--- config.mk ---
export PLATFORM = sky130hd
export DESIGN_NAME = pipelined_mac
export DESIGN_NICKNAME = d
export VERILOG_FILES = /design/src/rtl/pipelined_mac.sv
export SDC_FILE = /design/constraint.sdc
export NUM_CORES = 1
export LEC_CHECK = 0
export CORE_MARGIN = 3
export CORE_UTILIZATION = 45
export CTS_CLUSTER_DIAMETER = 50
export DETAILED_ROUTE_END_ITERATION = 10
export SLEW_MARGIN = 20
export SYNTH_ARGS = -nofsm -noshare
export SYNTH_HDL_FRONTEND = slang
export SYNTH_SLANG_ARGS = --single-unit
--- constraint.sdc ---
create_clock -name clk -period 6.3 [get_ports clk]
set_input_delay 0.63 -clock clk [delete_from_list [all_inputs] [get_ports clk]]
set_output_delay 0.63 -clock clk [all_outputs]
set_load 0.02 [all_outputs]
--- src/rtl/pipelined_mac.sv ---
// Pipelined unsigned multiply-accumulate with valid/ready handshakes and full backpressure.
// Optional feature macro: MAC_SATURATE_EN (clamp accumulate overflow instead of wrapping).
module pipelined_mac #(
    parameter int WIDTH_A     = 8,
    parameter int WIDTH_B     = 8,
    parameter int ACC_WIDTH   = 20,
    parameter int PIPE_STAGES = 2
) (
    input  logic                 clk,
    input  logic                 rst,
    input  logic [WIDTH_A-1:0]   in_A,
    input  logic [WIDTH_B-1:0]   in_B,
    input  logic                 in_acc,
    input  logic                 in_valid,
    output logic                 in_ready,
    output logic [ACC_WIDTH-1:0] out_P,
    output logic                 out_ovf,
    output logic                 out_valid,
    input  logic                 out_ready
);

    localparam int PW = WIDTH_A + WIDTH_B;

    logic                 stall;

    logic [WIDTH_A-1:0]   opA_q;
    logic [WIDTH_B-1:0]   opB_q;
    logic                 accFlag0_q;
    logic                 valid0_q;

    logic [ACC_WIDTH-1:0] prod_q [1:PIPE_STAGES];
    logic [PIPE_STAGES:1] prodAcc_q;
    logic [PIPE_STAGES:1] prodValid_q;

    logic [PW-1:0]        mulRaw;
    logic [ACC_WIDTH-1:0] mulExt;

    logic [ACC_WIDTH-1:0] accum_q, accum_d;
    logic                 ovf_q, ovf_d;
    logic                 outValid_q, outValid_d;
    logic [ACC_WIDTH:0]   sum;
    logic                 carry;

    assign stall     = outValid_q && !out_ready;
    assign in_ready  = !stall;
    assign out_P     = accum_q;
    assign out_ovf   = ovf_q;
    assign out_valid = outValid_q;

    assign mulRaw = opA_q * opB_q;
    assign mulExt = ACC_WIDTH'(mulRaw);

    // Operand and product stages all advance together and freeze as a unit on stall.
    always_ff @(posedge clk or negedge rst) begin
        if (!rst) begin
            opA_q       <= '0;
            opB_q       <= '0;
            accFlag0_q  <= 1'b0;
            valid0_q    <= 1'b0;
            prodAcc_q   <= '0;
            prodValid_q <= '0;
            for (int i = 1; i <= PIPE_STAGES; i++) begin
                prod_q[i] <= '0;
            end
        end else if (!stall) begin
            opA_q          <= in_A;
            opB_q          <= in_B;
            accFlag0_q     <= in_acc;
            valid0_q       <= in_valid;
            prod_q[1]      <= mulExt;
            prodAcc_q[1]   <= accFlag0_q;
            prodValid_q[1] <= valid0_q;
            for (int i = 2; i <= PIPE_STAGES; i++) begin
                prod_q[i]      <= prod_q[i-1];
                prodAcc_q[i]   <= prodAcc_q[i-1];
                prodValid_q[i] <= prodValid_q[i-1];
            end
        end
    end

    assign sum   = {1'b0, accum_q} + {1'b0, prod_q[PIPE_STAGES]};
    assign carry = sum[ACC_WIDTH];

    always_comb begin
        accum_d    = accum_q;
        ovf_d      = ovf_q;
        outValid_d = outValid_q;
        if (!stall) begin
            outValid_d = prodValid_q[PIPE_STAGES];
            if (prodValid_q[PIPE_STAGES]) begin
                if (!prodAcc_q[PIPE_STAGES]) begin
                    accum_d = prod_q[PIPE_STAGES];
                    ovf_d   = 1'b0;
                end else begin
`ifdef MAC_SATURATE_EN
                    // Once clamped, further adds carry again (or add zero), so the run stays pinned.
                    if (carry) begin
                        accum_d = '1;
                        ovf_d   = 1'b1;
                    end else begin
                        accum_d = sum[ACC_WIDTH-1:0];
                    end
`else
                    accum_d = sum[ACC_WIDTH-1:0];
                    ovf_d   = ovf_q | carry;
`endif
                end
            end
        end
    end

    always_ff @(posedge clk or negedge rst) begin
        if (!rst) begin
            accum_q    <= '0;
            ovf_q      <= 1'b0;
            outValid_q <= 1'b0;
        end else begin
            accum_q    <= accum_d;
            ovf_q      <= ovf_d;
            outValid_q <= outValid_d;
        end
    end

endmodule

==> flow_summary.ini <==
[sta]
maxSlewHeadroom_pct = 35.5
finalSetupViolations = 0
post-route-period-util_pct = 74.9
period_needed_ns = 4.72
tightest_slew_ns = 0.968
slew_violations = 0
worst_hold_slack_ns = 0.433
rsz0062_at_grt = no
hold_viol_final = 0
clock_skew_ns = 0.00743
fmax_mhz = 212
setup_tns_ns = 0

[yosys]
synth_edf_count = 0
synthCells = 678
ys_async_sr_fraction_pct = 100
synth_fp_nets = 788
ys_seq_area_share_pct = 32.1
syn_area_per_cell_sq_um = 8.73
yosys_warnings = 0
yosysTopAreaCellShare_pct = 32.1
ys_top_cells_by_area = dfrtp_1 32%, fa_1 13%, ha_1 11%, nand2_1 11%, and2_1 5.5%
synth_area_sq_mm = 0.00592
synth_ff_type = dfrtp_1
ys_types = 50
ys_ff_latch = 76
yosys.area.top_type = dfrtp_1

[cts]
cts_tree = built
cts-htree-levels = 3
numCtsBuffers = 9
clk_latency_ns = 0.34
postCtsSetupBuffers = 0
clk_path_buf_depth = 2
clock_sinks = 76
clockRootBuffer = clkbuf_16
path_clk_slew_ns = 0.06
cts_hold_buf = 0
cts-resized-gates = 0

[die]
ios = 44
die_height_microns = 121
start_util_pct = 46.5
core_sq_mm = 0.0127
rows = 41
dieArea_sq_mm = 0.0146
die_w_microns = 121

[worst_setup_path]
r2r_cells = 15
reg2reg_from = opB_q[7]
critPathCaptureType = flip-flop
required_ns = 6.50
cpMostUsedCell = fa_1
r2r_slack_ns = 1.58
crit_arrival_ns = 4.92
rr_endpoint = prod_q[35]
critPathKind = flip-flop to flip-flop
cp_slowest_stage_delay_ns = 0.54
critPathMaxFanout = 9
slowest_stage = fa_1
crit_path_cell_trace = and2_1 > fa_1 > fa_1 > fa_1 > inv_1 > fa_1 > inv_1 > ha_1 > a21o_1 > nor3_1 > a21oi_1 > a2111o_1 > a31oi_1 > xnor2_1 > o21ai_0
cp-start-kind = flip-flop

[finish]
antenna_cells = 0
drive_above_1_share_pct = 3.63
nets = 824
layout_commonest_cell = nand2_1
n_fill_cell = 1245
synthToLayoutAreaGrowth_pct = 13.7
final_util_pct = 52.9
seq_area_sq_mm = 0.00190
final_cell_mix = 171 x nand2_1, 76 x dfrtp_1, 62 x inv_1
multi_input_area_sq_mm = 0.00368

[routing]
routedWlPerCell_microns = 13.8
firstDrtPassIters = 4
postRouteAntennaNets = 0
drt_iter0_markers = 294
wl_microns = 12300
vias = 4627
route.detailed.drc = 0
vias_per_cell = 5.20

[run]
drv_cap = 0

[placement]
dp_hpwl_microns = 9360
gp_congestion = 0.846
io_buffers = 43

[grt]
grt_usage_pct = 18.2
grt_pass1_vias = 4496
grt_overflow = 0
grt_pass1_wl_microns = 21500
antenna_found_initial = 0
grt_max_degree = 77

[hold_path]
hold_path.class = input pin to asynchronous set/reset pin

[run_status]
status = complete, no violations
[critical path: cells and delay by family (launching register included)]
| family | cells | cell delay (ns) |
|---|---|---|
| buffers and inverters | 2 | 0.09 |
| adder cells (fa/ha/maj) | 5 | 2.44 |
| AO/OA/AOI/OAI | 5 | 1.07 |
| flip-flops | 1 | 0.47 |
| AND/OR/NAND/NOR | 2 | 0.35 |
| XOR/XNOR | 1 | 0.14 |
[layer usage]
layer	wire length, microns	global-route usage [%]
met1	5890	26.0
met2	5790	28.5
met3	469	3.60
met4	148	4.75
met5	0	0
[sequential cells by signal, indices dropped and copies added (netlist names)]
| register | count |
|---|---|
| opB_q | 8 |
| prodAcc_q | 2 |
| out_ovf | 1 |
| prodValid_q | 2 |
| prod_q | 32 |
| valid0_q | 1 |
| out_P | 20 |
| opA_q | 8 |
| out_valid | 1 |
| accFlag0_q | 1 |
[worst max-delay path by stage]
stage,startpoint,end,slack (ns),cells after the start
final,opB_q[7],prod_q[35],1.58,15
after global routing,opB_q[7],prod_q[35],1.30,15
after CTS,opB_q[7],prod_q[35],1.57,15
after detailed placement,opB_q[7],prod_q[35],1.58,15
after global placement,opB_q[7],prod_q[35],1.68,15
after floorplan,opB_q[7],prod_q[35],1.84,15
[logic make-up (layout without fill, tap and decap cells)]
kind of cell               count (synthesis)  count (layout)  share of synthesized area [%]
buffers and inverters                     83             122                           5.84
xor gates and xnor gates                  21              21                           3.11
adders and majority gates                 89              89                           23.5
DFF                                       76              76                           32.1
muxes                                      7               7                           1.18
AOI/OAI and AO/OA                        116             116                           12.4
and+or+nand+nor                          286             286                           21.8
[final cells by class]
cell class	instances	share of cell area (%)
tap	172	3.20
timing repair buffer	45	6.58
sequential	76	28.3
clock inverter	5	0.465
inverter	63	3.51
multi-input combinational	519	54.6
clock buffer	9	3.35
[synthesized netlist by cell type (2+ instances only)]
library cell	count
nand2_1	171
dfrtp_1	76
inv_1	63
and2_1	52
ha_1	52
a21oi_1	37
fa_1	37
o21ai_0	35
nor2_1	24
clkbuf_1	14
xnor2_1	12
a21o_1	10
xor2_1	9
mux2i_1	7
nor3_1	7
and3_1	6
nand2b_1	6
nand3_1	6
o21a_1	4
a211o_1	3
a211oi_1	3
clkbuf_8	3
nand4_1	3
nor2b_1	3
o211ai_1	3
o31ai_1	3
a221oi_1	2
a31oi_1	2
buf_1	2
o21bai_1	2
or3_1	2
[metrics by stage]
step	cells	area [sq um]	worst slack, ns
6_report	889	6730	1.58
5_1_grt	889	6730	1.30
4_1_cts	889	6730	1.57
3_5_place_dp	875	6470	1.58
3_3_place_gp	875	6470	1.68
2_1_floorplan	678	5920	1.84
Power is not shown: default switching activity piles up to over one toggle a cycle in this logic, so the estimate is an artifact.
